<file path="config.mk">
export PLATFORM = sky130hd
export DESIGN_NAME = itof
export DESIGN_NICKNAME = d
export VERILOG_FILES = /design/src/rtl/itof_pkg.sv /design/src/rtl/itof_lzc32.sv /design/src/rtl/itof.sv
export SDC_FILE = /design/constraint.sdc
export NUM_CORES = 1
export LEC_CHECK = 0
export ABC_AREA = 1
export ABC_CLOCK_PERIOD_IN_PS = 4410
export CAP_MARGIN = 20
export CORE_MARGIN = 3
export CORE_UTILIZATION = 42
export CTS_BUF_LIST = sky130_fd_sc_hd__clkbuf_8
export DETAILED_ROUTE_END_ITERATION = 16
export PLACE_DENSITY_LB_ADDON = 0.12
export SYNTH_ARGS = -nofsm -noshare
export SYNTH_HDL_FRONTEND = slang
export SYNTH_SLANG_ARGS = --single-unit
</file>
<file path="constraint.sdc">
create_clock -name clk -period 4.41 [get_ports clk]
set_input_delay 0.6615 -clock clk [delete_from_list [all_inputs] [get_ports clk]]
set_output_delay 0.6615 -clock clk [all_outputs]
set_load 0.03 [all_outputs]
</file>
<file path="src/rtl/itof_pkg.sv">
// Shared definitions for the integer-to-float converter: FSM state encoding,
// exponent constants and the round-to-nearest-even decision helper.
package itof_pkg;

    typedef enum logic [1:0] {
        IDLE = 2'd0,
        NORM = 2'd1,
        RND  = 2'd2,
        DONE = 2'd3
    } itof_state_e;

    localparam int FP_BIAS       = 127;
    localparam int ITOF_EXP_BASE = FP_BIAS + 31;

    // Round-to-nearest, ties-to-even: increment when above half, or exactly
    // half with an odd mantissa LSB.
    function automatic logic rne_round_up(input logic guard_bit,
                                          input logic sticky_bit,
                                          input logic lsb_bit);
        return guard_bit & (sticky_bit | lsb_bit);
    endfunction

endpackage

</file>
<file path="src/rtl/itof_lzc32.sv">
// Combinational 32-bit leading-zero counter with an all-zero flag.
// For an all-zero input the count reads 0; callers use the zero flag instead.
module lzc32 (
    input  logic [31:0] value,
    output logic [4:0]  count,
    output logic        zero
);

    // Scan upward so the most significant set bit makes the final assignment.
    always_comb begin
        count = 5'd0;
        for (int i = 0; i < 32; i++) begin
            if (value[i]) begin
                count = 5'(31 - i);
            end else begin
                count = count;
            end
        end
    end

    assign zero = (value == 32'd0);

endmodule

</file>
<file path="src/rtl/itof.sv">
// Multi-cycle signed 32-bit integer to IEEE-754 single-precision converter.
// IDLE captures the operand, NORM normalizes, RND rounds (nearest-even) and
// DONE presents a one-cycle done pulse. Optional macro ITOF_UNSIGNED_EN adds
// the unsgn port for unsigned conversion.
module itof
    import itof_pkg::*;
(
    input  logic        clk,
    input  logic        rstn,
    input  logic        order,
    output logic        accepted,
    output logic        done,
    input  logic [31:0] rs1,
    output logic [31:0] rd
`ifdef ITOF_UNSIGNED_EN
    ,
    input  logic        unsgn
`endif
);

    itof_state_e state_r;
    logic [31:0] op_r;
    logic        sign_r;
    logic        zero_r;
    logic [4:0]  lz_r;
    logic [30:0] norm_r;
    logic [31:0] rd_r;
    logic        done_r;
`ifdef ITOF_UNSIGNED_EN
    logic        unsgn_r;
`endif

    logic        neg_s;
    logic [31:0] abs_s;
    logic [4:0]  lz_s;
    logic        zero_s;
    logic [30:0] norm_next_s;
    logic        round_up_s;
    logic [23:0] mant_inc_s;
    logic [22:0] mant_s;
    logic [7:0]  exp_s;

    assign accepted = order && (state_r == IDLE) && rstn;
    assign done     = done_r;
    assign rd       = rd_r;

    // Sign and magnitude of the captured operand; -0x80000000 wraps to itself.
    always_comb begin
`ifdef ITOF_UNSIGNED_EN
        neg_s = op_r[31] & ~unsgn_r;
`else
        neg_s = op_r[31];
`endif
        if (neg_s) begin
            abs_s = 32'd0 - op_r;
        end else begin
            abs_s = op_r;
        end
    end

    lzc32 u_lzc (
        .value (abs_s),
        .count (lz_s),
        .zero  (zero_s)
    );

    // The leading one (bit 31 after the shift) is implicit and not stored.
    assign norm_next_s = 31'(abs_s << lz_s);

    // Round the normalized magnitude; a mantissa carry-out bumps the exponent.
    always_comb begin
        round_up_s = rne_round_up(norm_r[7], |norm_r[6:0], norm_r[8]);
        mant_inc_s = {1'b0, norm_r[30:8]} + {23'd0, round_up_s};
        if (mant_inc_s[23]) begin
            mant_s = 23'd0;
            exp_s  = 8'(ITOF_EXP_BASE) - {3'd0, lz_r} + 8'd1;
        end else begin
            mant_s = mant_inc_s[22:0];
            exp_s  = 8'(ITOF_EXP_BASE) - {3'd0, lz_r};
        end
    end

    // Conversion FSM with registered result and done pulse.
    always_ff @(posedge clk or negedge rstn) begin
        if (!rstn) begin
            state_r <= IDLE;
            op_r    <= 32'd0;
            sign_r  <= 1'b0;
            zero_r  <= 1'b0;
            lz_r    <= 5'd0;
            norm_r  <= 31'd0;
            rd_r    <= 32'd0;
            done_r  <= 1'b0;
`ifdef ITOF_UNSIGNED_EN
            unsgn_r <= 1'b0;
`endif
        end else begin
            case (state_r)
                IDLE: begin
                    done_r <= 1'b0;
                    if (order) begin
                        op_r    <= rs1;
`ifdef ITOF_UNSIGNED_EN
                        unsgn_r <= unsgn;
`endif
                        state_r <= NORM;
                    end else begin
                        state_r <= IDLE;
                    end
                end
                NORM: begin
                    sign_r  <= neg_s;
                    zero_r  <= zero_s;
                    lz_r    <= lz_s;
                    norm_r  <= norm_next_s;
                    state_r <= RND;
                end
                RND: begin
                    if (zero_r) begin
                        rd_r <= 32'd0;
                    end else begin
                        rd_r <= {sign_r, exp_s, mant_s};
                    end
                    done_r  <= 1'b1;
                    state_r <= DONE;
                end
                DONE: begin
                    done_r  <= 1'b0;
                    state_r <= IDLE;
                end
                default: begin
                    done_r  <= 1'b0;
                    state_r <= IDLE;
                end
            endcase
        end
    end

endmodule
</file>
; ---- After elaboration in Yosys (flattened, before gate mapping)
; Index checks and enable logic that the tools add are counted.
[op_classes]
add_sub_neg = 4
multipliers = 0
div_mod_pow = 0
magnitude_cmp = 0
n_eq_ne = 3
n_shift = 1
muxes = 39
n_bitwise = 2
n_reduce_logical = 8
[ops]
columns = op, count
row1 = 5-bit two-way mux, 32
row2 = 32-bit two-way mux, 2
row3 = 32-bit logical NOT, 1
row4 = 32-bit by 5-bit left shift with 31-bit output, 1
row5 = 1-bit by 32-bit subtractor with 32-bit output (first input constant), 1
row6 = 23-bit by 1-bit adder with 24-bit output, 1
row7 = 23-bit two-way mux, 1
row8 = 8-bit by 1-bit adder with 8-bit output (second input constant), 1
row9 = 8-bit two-way mux, 1
row10 = 2-bit one-hot mux with 4 select lines, 1
row11 = 8-bit by 5-bit subtractor with 8-bit output (first input constant), 1
row12 = 7-bit OR reduction, 1
row13 = 2-bit equality test (second input constant), 2
row14 = 2-bit by 1-bit equality test with 1-bit output (second input constant), 1
row15 = 1-bit logical AND, 2
row16 = 2-bit logical NOT, 1
row17 = 1-bit one-hot mux with 2 select lines, 1
row18 = 2-bit AND reduction, 1
row19 = 2-bit nonzero test, 1
row20 = 2-bit OR reduction, 1
row21 = 1-bit AND, 1
row22 = 1-bit two-way mux, 1
row23 = 1-bit bitwise OR, 1
[word_totals]
reg_bits = 105
latchBits = 0
ramBits = 0
mem_bits_ro = 0
inputBits = 35
out_inout_bits = 34
word_cells = 65
n_memories = 0

; ---- Logic depth before layout (Yosys ltp)
; Gate-level depths: netlist (run 1).
[logic_depth]
ltp_word = 35
ltp_mapped = 43
depth_no_buf = 42

; ---- By module
; Synthesis (run 1) repeated with hierarchy kept, for this count alone.
[hier_totals]
cells_unflattened = 1211
area_unflattened_um2 = 7649.8
[by_module_without_submodules]
columns = mod, instances, cells_per_inst, area_per_inst_um2, seq_area_each_um2
row1 = itof, 1, 1105, 7180.6, 2627.5
row2 = lzc32, 1, 106, 469.2, 0.0

; ---- Least setup slack after synthesis (run 1)
; OpenSTA, ideal clock, no wires.
[synth_timing]
path_kind = register to register
startpoint = reg op_r[0]
endpoint = reg norm_r[28]
setup_ps = 125
arrival_time_ps = 3249
required_time_ps = 4285
setup_slack_ps = 1036
stages_incl_launch_ff = 24
n_path_buf = 1
synth_period_minus_slack_ps = 3374
cell_sequence = dfrtp_1 > inv_2 > ha_1 > nand3_1 > inv_1 > nand3_2 > inv_2 > nand4_1 > nand3b_1 > nor3_2 > a41oi_1 > a21oi_1 > o21ai_0 > xor2_1 > inv_1 > nor2_1 > nand2_1 > nor2_1 > nand2_1 > inv_2 > buf_2 > nand3_1 > nand3_1 > nand3_1
[synth_via]
elab_chain_cells = 35
[synth_lines]
columns = element, line
row1 = "start, declared", itof.sv:22  ; logic [31:0] op_r;
row2 = "start signal, assigned", itof.sv:102  ; op_r <= rs1;
row3 = 1-bit by 32-bit subtractor with 32-bit output, itof.sv:55  ; abs_s = 32'd0 - op_r;
row4 = 32-bit two-way mux *, itof.sv:54  ; if (neg_s) begin
row5 = 5-bit two-way mux (32 in a row), itof_lzc32.sv:13  ; if (value[i]) begin
row6 = 32-bit by 5-bit left shift with 31-bit output *, itof.sv:68  ; assign norm_next_s = 31'(abs_s << lz_s);
row7 = "end signal, assigned", itof.sv:115  ; norm_r <= norm_next_s;
row8 = "end, declared", itof.sv:26  ; logic [30:0] norm_r;
; Every way passes the cells marked *; elsewhere a longest branch is shown, timed or not.
; A chain may end at the register's enable or synchronous reset.

; ---- Worst setup path after layout (run 1)
[layout_timing]
startpoint = reg op_r[0]
endpoint = reg norm_r[13]
; The elaborated chain is that of the path after synthesis.

==> run summary, run 1 <==
FINAL LAYOUT
--------------------------------------------------------------------------------------
Share of cells above drive strength 1 ...................................        8.22%
NumNets Final ...........................................................         1171
Fraction of the core area covered by cells at the end of the flow .......        51.1%
Non-filler cells, final .................................................         1351
Growth of design area from synthesis to finish ..........................        17.7%
Antenna fix cells .......................................................            0

STA
--------------------------------------------------------------------------------------
Final critical path time including I/O delays and setup .................      4000 ps
# setup viols final .....................................................            0
Transition time at the pin with the least slew margin ...................       856 ps
Setup clock skew after layout ...........................................      10.6 ps
Peak Freq ...............................................................    0.250 GHz
Final number of max-transition violations ...............................            0
Final cycle utilization of the critical path ............................        90.7%
Worst hold slack across all endpoints ...................................       217 ps
Max transition margin ...................................................        42.9%
Final hold violations ...................................................            0

LOGIC SYNTHESIS
--------------------------------------------------------------------------------------
Register bit total from synthesis .......................................          105
Library cells used by synthesis .........................................           45
Number of warnings issued by yosys ......................................            0
Cells after synthesis ...................................................         1070
Mean instance size in the synthesized netlist ...........................     6.82 µm²
Library cell occupying the most area in the post-synthesis netlist ...... sky130_fd_sc_hd__dfrtp_1
Synth Net Count .........................................................         1113
Number of flops mapped to enable cells by yosys .........................            0
Yosys top cell area share ...............................................        36.0%
Netlist area before placement ...........................................  0.00730 mm²
Flip-flop cell with the highest count after synthesis ................... sky130_fd_sc_hd__dfrtp_1
Register area share after synthesis .....................................        36.0%
Top cells by area in the synthesized netlist ............................ sky130_fd_sc_hd__dfrtp_1 36%, sky130_fd_sc_hd__nand3_1 17%, sky130_fd_sc_hd__nand2_1 12%, sky130_fd_sc_hd__inv_1 5.7%, sky130_fd_sc_hd__nor2_1 4.9%
Async set or reset register ratio after synthesis .......................         100%

FLOORPLANNING
--------------------------------------------------------------------------------------
# IOs ...................................................................           69
Floorplan die width .....................................................       138 µm
Area inside the core boundary ...........................................   0.0168 mm²
Total Die Area ..........................................................   0.0190 mm²
Vertical die dimension ..................................................       138 µm
Effective utilization at floorplan ......................................        43.4%
Number of placement rows ................................................           47

CLOCK TREE
--------------------------------------------------------------------------------------
TritonCTS buffer count ..................................................            9
Clock sink count ........................................................          105
Deepest level of the CTS H-tree .........................................            3
Clock slew at the register clock pins of the worst setup and hold paths .       100 ps
TritonCTS clock tree ....................................................         done
Maximum count of clock buffers along a single path ......................            2
Cell at the root of the clock tree ...................................... sky130_fd_sc_hd__clkbuf_8
Clk_lat worst skew ......................................................       380 ps
Number of buffers inserted by hold repair at cts ........................            0

WORST SETUP PATH
--------------------------------------------------------------------------------------
Element type at the critical path start .................................     register
Crit Path Max Fanout ....................................................           30
Data required, critical path ............................................      4680 ps
Type of the setup path with the least slack ............................. register to register
Data arrival time of the critical path ..................................      4270 ps
Cell with the most instances on the worst path .......................... sky130_fd_sc_hd__nand3_1
Source of the worst register-to-register timing path .................... op_r[0]$_DFFE_PN0P_
Worst path max stage delay ..............................................       420 ps
Worst-path cell with the longest stage delay ............................ sky130_fd_sc_hd__dfrtp_1
CP endpoint kind ........................................................     register
Dominant delay contributor by cell family on the critical path .......... simple AND/OR/NAND/NOR gates
Number of buffers and inverters on the critical path ....................            6
Worst Setup SP .......................................................... op_r[0]$_DFFE_PN0P_

GLOBAL ROUTE
--------------------------------------------------------------------------------------
GRT Residual Overflow ...................................................            0
Initial antenna violation count .........................................            0
Largest net degree at the start of global routing .......................           71
Number of global-route vias before repair ...............................         6600
Wire length of the first global-routing pass ............................     32600 µm
Total GRT Usage .........................................................        21.4%

RUN STATUS
--------------------------------------------------------------------------------------
Result of the run ....................................................... finished, final reports clean

DRT
--------------------------------------------------------------------------------------
Starting DRT DRC Count ..................................................          596
Number of iterations in the first detailed-routing pass .................            5
Total number of vias ....................................................         7143
Wire per inst ...........................................................      14.5 µm
Wirelength, routed ......................................................     19500 µm
ANT nets after route ....................................................            0
Remaining DRCs ..........................................................            0
Via-to-Cell Ratio .......................................................         5.29

PLACED DESIGN
--------------------------------------------------------------------------------------
DP Wirelength ...........................................................     14900 µm
Placed cell count .......................................................         1329
Final estimated routing congestion in global placement ..................        0.922
IO Port Bufs ............................................................           68

FLOW RUN
--------------------------------------------------------------------------------------
Number of violations of the max-capacitance limit .......................            0

HOLD PATH
--------------------------------------------------------------------------------------
Classification of the worst-slack hold path ............................. primary input to asynchronous set/reset pin

-- metrics by stage --
| step | instance area (µm²) | TNS, ps | setup WS [ps] |
|---|---|---|---|
| finish | 8590 | 0 | 411 |
| global route | 8590 | -54.3 | -26.0 |
| CTS | 8380 | 0 | 182 |
| detailed placement | 8190 | 0 | 211 |
| global placement | 8190 | 0 | 313 |
| floorplan | 7300 | 0 | 1040 |
-- timing repair --
action,in CTS,in global routing
hold endpoints to repair,0,0
buffers inserted,0,7
endpoints found under the setup margin,0,32
resized for setup,0,34
-- cell usage after synthesis, types with 2 or more instances --
cell / n
sky130_fd_sc_hd__inv_2: 10
sky130_fd_sc_hd__o21ai_0: 44
sky130_fd_sc_hd__xor2_1: 25
sky130_fd_sc_hd__xnor2_1: 2
sky130_fd_sc_hd__o21ai_1: 16
sky130_fd_sc_hd__a32o_1: 6
sky130_fd_sc_hd__nand2_2: 6
sky130_fd_sc_hd__buf_1: 6
sky130_fd_sc_hd__dfrtp_1: 105
sky130_fd_sc_hd__nor3_1: 13
sky130_fd_sc_hd__buf_6: 2
sky130_fd_sc_hd__o31ai_1: 8
sky130_fd_sc_hd__xor2_2: 2
sky130_fd_sc_hd__clkinv_1: 3
sky130_fd_sc_hd__nor4_1: 6
sky130_fd_sc_hd__clkbuf_1: 21
sky130_fd_sc_hd__or2_2: 2
sky130_fd_sc_hd__buf_2: 18
sky130_fd_sc_hd__ha_1: 8
sky130_fd_sc_hd__nand3_2: 4
sky130_fd_sc_hd__mux2_2: 3
sky130_fd_sc_hd__buf_4: 2
sky130_fd_sc_hd__a21oi_1: 41
sky130_fd_sc_hd__a22o_1: 2
sky130_fd_sc_hd__nand4_1: 11
sky130_fd_sc_hd__nor2_2: 4
sky130_fd_sc_hd__nand2_1: 226
sky130_fd_sc_hd__inv_1: 111
sky130_fd_sc_hd__nand3_1: 250
sky130_fd_sc_hd__nor2_1: 96
sky130_fd_sc_hd__a31oi_1: 3
-- layer usage --
metal	part of all wire, %	vias to the layer above	track usage (%)
met3	4.2	31	2.12
li1	-	3661	-
met4	2.7	0	7.52
met1	48	3254	30.1
met2	45	197	34.2
met5	0	-	0
-- cells in the final DEF, fill, tap and decap left out, types with 4 or more instances in the layout --
cell type | synthesis | routed
sky130_fd_sc_hd__a21oi_1 | 41 | 39
sky130_fd_sc_hd__buf_4 | 2 | 22
sky130_fd_sc_hd__a32o_1 | 6 | 6
sky130_fd_sc_hd__nand2_1 | 226 | 224
sky130_fd_sc_hd__nand2_2 | 6 | 6
sky130_fd_sc_hd__nor3_1 | 13 | 13
sky130_fd_sc_hd__buf_12 | 0 | 4
sky130_fd_sc_hd__clkdlybuf4s50_1 | 0 | 67
sky130_fd_sc_hd__o31ai_1 | 8 | 8
sky130_fd_sc_hd__inv_1 | 111 | 111
sky130_fd_sc_hd__nor4_1 | 6 | 6
sky130_fd_sc_hd__nor2_2 | 4 | 5
sky130_fd_sc_hd__nand4_1 | 11 | 11
sky130_fd_sc_hd__ha_1 | 8 | 7
sky130_fd_sc_hd__nand3_1 | 250 | 249
sky130_fd_sc_hd__inv_2 | 10 | 8
sky130_fd_sc_hd__nor2_1 | 96 | 93
sky130_fd_sc_hd__clkbuf_8 | 0 | 10
sky130_fd_sc_hd__o21ai_0 | 44 | 43
sky130_fd_sc_hd__nand3_2 | 4 | 5
sky130_fd_sc_hd__dfrtp_1 | 105 | 105
sky130_fd_sc_hd__o21ai_1 | 16 | 16
sky130_fd_sc_hd__xor2_1 | 25 | 25
-- path summary, 6_finish.rpt --
check / end / slack (ps) / cells past startpoint
worst max-delay path: norm_r[13]$_DFFE_PN0N_ / 410 / 25
worst min-delay path: lz_r[1]$_DFFE_PN0N_ / 220 / 1
worst max register to register: norm_r[13]$_DFFE_PN0N_ / 410 / 25
worst min register to register: rd[24]$_DFFE_PN0P_ / 490 / 2
max in group asynchronous: rd[3]$_DFFE_PN0P_ / 2980 / 2
min in group clk: rd[24]$_DFFE_PN0P_ / 490 / 2
-- worst register-to-register path, cell delays in order (launching register included) --
cell and delay (ps):
sky130_fd_sc_hd__dfrtp_1 420, sky130_fd_sc_hd__inv_2 130, sky130_fd_sc_hd__ha_2 200, sky130_fd_sc_hd__nand3_1 120, sky130_fd_sc_hd__inv_1 90, sky130_fd_sc_hd__nand3_2 80, sky130_fd_sc_hd__inv_2 60, sky130_fd_sc_hd__nand4_1 100
sky130_fd_sc_hd__nand3b_1 270, sky130_fd_sc_hd__nor3_4 270, sky130_fd_sc_hd__a31oi_2 150, sky130_fd_sc_hd__a21oi_2 180, sky130_fd_sc_hd__o21ai_0 130, sky130_fd_sc_hd__xor2_1 270, sky130_fd_sc_hd__inv_1 120, sky130_fd_sc_hd__nor2_1 140
sky130_fd_sc_hd__nand2_1 80, sky130_fd_sc_hd__nand2_1 70, sky130_fd_sc_hd__nand2_2 60, sky130_fd_sc_hd__inv_1 100, sky130_fd_sc_hd__buf_12 180, sky130_fd_sc_hd__nand3_1 170, sky130_fd_sc_hd__nand3_1 100, sky130_fd_sc_hd__nand3_1 150
sky130_fd_sc_hd__nand3_1 190, sky130_fd_sc_hd__o21ai_1 80
-- cell type report --
cell class,instances,area (µm²)
repair buffers,96,967
clock inverters,4,52.6
fillers,1718,8230
inverters,124,473
well taps,220,275
multi-input cells,792,4050
flip-flops and latches,105,2630
clock buffers,10,138
-- kinds of logic after synthesis --
family / share of synthesized area [%]
xor+xnor: 3.69
fa+ha+maj: 1.37
compound gates: 9.91
mux: 0.463
flops: 36.0
simple gates: 39.0
buf+inv: 9.52
-- registers in the layout (all words and copies together) (netlist names) --
signal and cells:
state_r 2, lz_r 5, done 1, op_r 32, zero_r 1, rd 32, sign_r 1, norm_r 31
Power of run 1 is not shown: default switching activity piles up to over one toggle a cycle in this logic, so the estimate is an artifact.
==> run 2: changes to the inputs <==
--- a/config.mk
+++ b/config.mk
@@ -11,7 +11,9 @@
 export CORE_MARGIN = 3
 export CORE_UTILIZATION = 42
 export CTS_BUF_LIST = sky130_fd_sc_hd__clkbuf_8
+export CTS_CLUSTER_DIAMETER = 30
 export DETAILED_ROUTE_END_ITERATION = 16
+export MAX_ROUTING_LAYER = met4
 export PLACE_DENSITY_LB_ADDON = 0.12
 export SYNTH_ARGS = -nofsm -noshare
 export SYNTH_HDL_FRONTEND = slang
==> run summary, run 2 (synthesis results as in run 1) <==
WORST SETUP PATH
--------------------------------------------------------------------------------------
Cell-by-cell trace of the critical path ................................. inv_2 > ha_2 > nand3_1 > inv_1 > nand3_2 > inv_2 > nand4_1 > nand3b_1 > nor3_4 > a41oi_1 > a21oi_2 > o21ai_0 > xor2_1 > inv_1 > nor2_1 > nand2_1 > nor2_1 > nand2_1 > buf_6 > nand4_1 > nor2_1 > a21oi_1 > nand2_1
Crit Path Max Fanout ....................................................           34   was 30
Worst-path cell with the longest stage delay ............................ sky130_fd_sc_hd__dfrtp_1   unchanged
CP endpoint kind ........................................................     register   unchanged
Data required, critical path ............................................      4690 ps   was 4680 ps
Element type at the critical path start .................................     register   unchanged
Worst path max stage delay ..............................................       410 ps   was 420 ps
Data arrival time of the critical path ..................................      4230 ps   was 4270 ps
Type of the setup path with the least slack ............................. register to register   unchanged

CLOCK TREE
--------------------------------------------------------------------------------------
Maximum count of clock buffers along a single path ......................            2   unchanged
Deepest level of the CTS H-tree .........................................            3   unchanged
Clock slew at the register clock pins of the worst setup and hold paths .       110 ps   was 100 ps
Number of buffers inserted by hold repair at cts ........................            0   unchanged
Cell at the root of the clock tree ...................................... sky130_fd_sc_hd__clkbuf_8   unchanged
TritonCTS buffer count ..................................................            9   unchanged
Clk_lat worst skew ......................................................       390 ps   was 380 ps
Clock sink count ........................................................          105   unchanged
TritonCTS clock tree ....................................................         done   unchanged

STA
--------------------------------------------------------------------------------------
Setup clock skew after layout ...........................................      14.0 ps   was 10.6 ps
Peak Freq ...............................................................    0.254 GHz   was 0.250 GHz
Max transition margin ...................................................        42.4%   was 42.9%
Final number of max-transition violations ...............................            0   unchanged
# setup viols final .....................................................            0   unchanged
Final critical path time including I/O delays and setup .................      3940 ps   was 4000 ps
Transition time at the pin with the least slew margin ...................       864 ps   was 856 ps
Worst hold slack across all endpoints ...................................       207 ps   was 217 ps
Final hold violations ...................................................            0   unchanged
Final cycle utilization of the critical path ............................        89.4%   was 90.7%

GLOBAL ROUTE
--------------------------------------------------------------------------------------
Number of global-route vias before repair ...............................         6676   was 6600
Largest net degree at the start of global routing .......................           71   unchanged
Total GRT Usage .........................................................        22.4%   was 21.4%
Initial antenna violation count .........................................            0   unchanged
Wire length of the first global-routing pass ............................     33300 µm   was 32600 µm
GRT Residual Overflow ...................................................            0   unchanged

RUN STATUS
--------------------------------------------------------------------------------------
Result of the run ....................................................... finished, final reports clean   unchanged

DRT
--------------------------------------------------------------------------------------
Wire per inst ...........................................................      14.4 µm   was 14.5 µm
Wirelength, routed ......................................................     19500 µm   about the same
Number of iterations in the first detailed-routing pass .................            5   unchanged
Starting DRT DRC Count ..................................................          517   was 596
Remaining DRCs ..........................................................            0   unchanged
Total number of vias ....................................................         7159   was 7143
Via-to-Cell Ratio .......................................................         5.31   was 5.29
ANT nets after route ....................................................            0   unchanged

FINAL LAYOUT
--------------------------------------------------------------------------------------
NumNets Final ...........................................................         1166   was 1171
Highest-count cells in the layout ignoring fill and taps ................ 250 x sky130_fd_sc_hd__nand3_1, 225 x sky130_fd_sc_hd__nand2_1, 111 x sky130_fd_sc_hd__inv_1   was 249 x sky130_fd_sc_hd__nand3_1, 224 x sky130_fd_sc_hd__nand2_1, 111 x sky130_fd_sc_hd__inv_1
Growth of design area from synthesis to finish ..........................        16.9%   was 17.7%
Antenna fix cells .......................................................            0   unchanged
Leading cell type in the layout, fill and taps excluded ................. sky130_fd_sc_hd__nand3_1   unchanged
Share of cells above drive strength 1 ...................................        7.62%   was 8.22%

FLOORPLANNING
--------------------------------------------------------------------------------------
Area inside the core boundary ...........................................   0.0168 mm²   unchanged
Total Die Area ..........................................................   0.0190 mm²   unchanged
Number of placement rows ................................................           47   unchanged
Vertical die dimension ..................................................       138 µm   unchanged
Floorplan die width .....................................................       138 µm   unchanged
# IOs ...................................................................           69   unchanged
Effective utilization at floorplan ......................................        43.4%   unchanged

PLACED DESIGN
--------------------------------------------------------------------------------------
IO Port Bufs ............................................................           68   unchanged
Final estimated routing congestion in global placement ..................        0.946   was 0.922
DP Wirelength ...........................................................     14800 µm   was 14900 µm

FLOW RUN
--------------------------------------------------------------------------------------
Number of violations of the max-capacitance limit .......................            0   unchanged

HOLD PATH
--------------------------------------------------------------------------------------
Classification of the worst-slack hold path ............................. primary input to asynchronous set/reset pin   unchanged

==> run 2: metrics by stage <==
| stage | worst slack [ps] | util, % | cell area, µm² | setup TNS, ps | cells |
|---|---|---|---|---|---|
| final | 467 | 50.7 | 8530 | 0 | 1348 |
| after CTS | 217 | 49.9 | 8390 | 0 | 1343 |
| after floorplan | 1040 | - | 7300 | 0 | 1070 |
| after global placement | 278 | 48.5 | 8160 | 0 | 1327 |
| after global routing | -29.8 | 50.7 | 8530 | -88.8 | 1348 |
| after detailed placement | 261 | 48.5 | 8160 | 0 | 1327 |
==> run 2: critical path, delay by kind of cell (launching register included) <==
kind	cells	cell delay, ps
flops	1	410
xor+xnor	1	310
compound gates	4	660
fa+ha+maj	1	200
buf+inv	5	580
simple gates	12	1660
==> run 2: path summary, 6_finish.rpt <==
check / cells after the start / startpoint / end / slack, ps
hold / removal: 1 / rstn / state_r[1]$_DFF_PN0_ / 210
hold reg to reg: 2 / rd[15]$_DFFE_PN0P_ / rd[15]$_DFFE_PN0P_ / 490
setup reg to reg: 23 / op_r[0]$_DFFE_PN0P_ / norm_r[17]$_DFFE_PN0N_ / 470
max in group asynchronous: 2 / rstn / rd[3]$_DFFE_PN0P_ / 2970
min in group clk: 2 / rd[15]$_DFFE_PN0P_ / rd[15]$_DFFE_PN0P_ / 490
setup / recovery: 23 / op_r[0]$_DFFE_PN0P_ / norm_r[17]$_DFFE_PN0N_ / 470
==> run 2: repair_timing <==
item                       in CTS  in global routing
resized for setup               0                 26
hold endpoints to repair        0                  0
setup buffers                   0                  5
setup endpoints to repair       0                 31
==> run 2: metal layers <==
layer | up-vias | GRT usage (%) | wire length [µm]
met3 | 33 | 2.48 | 847
met5 | - | - | 0
met2 | 202 | 35.0 | 8950
met4 | 0 | 7.74 | 481
li1 | 3656 | - | -
met1 | 3268 | 30.4 | 9170
==> run 2: cell type report <==
class	count	area (µm²)
fill	1761	8290
multi-input combinational	792	4040
sequential	105	2630
timing repair buffer	91	878
inverter	124	475
tap	220	275
clock buffer	9	124
clock inverter	7	113
Power of run 2 is left out for the same reason.
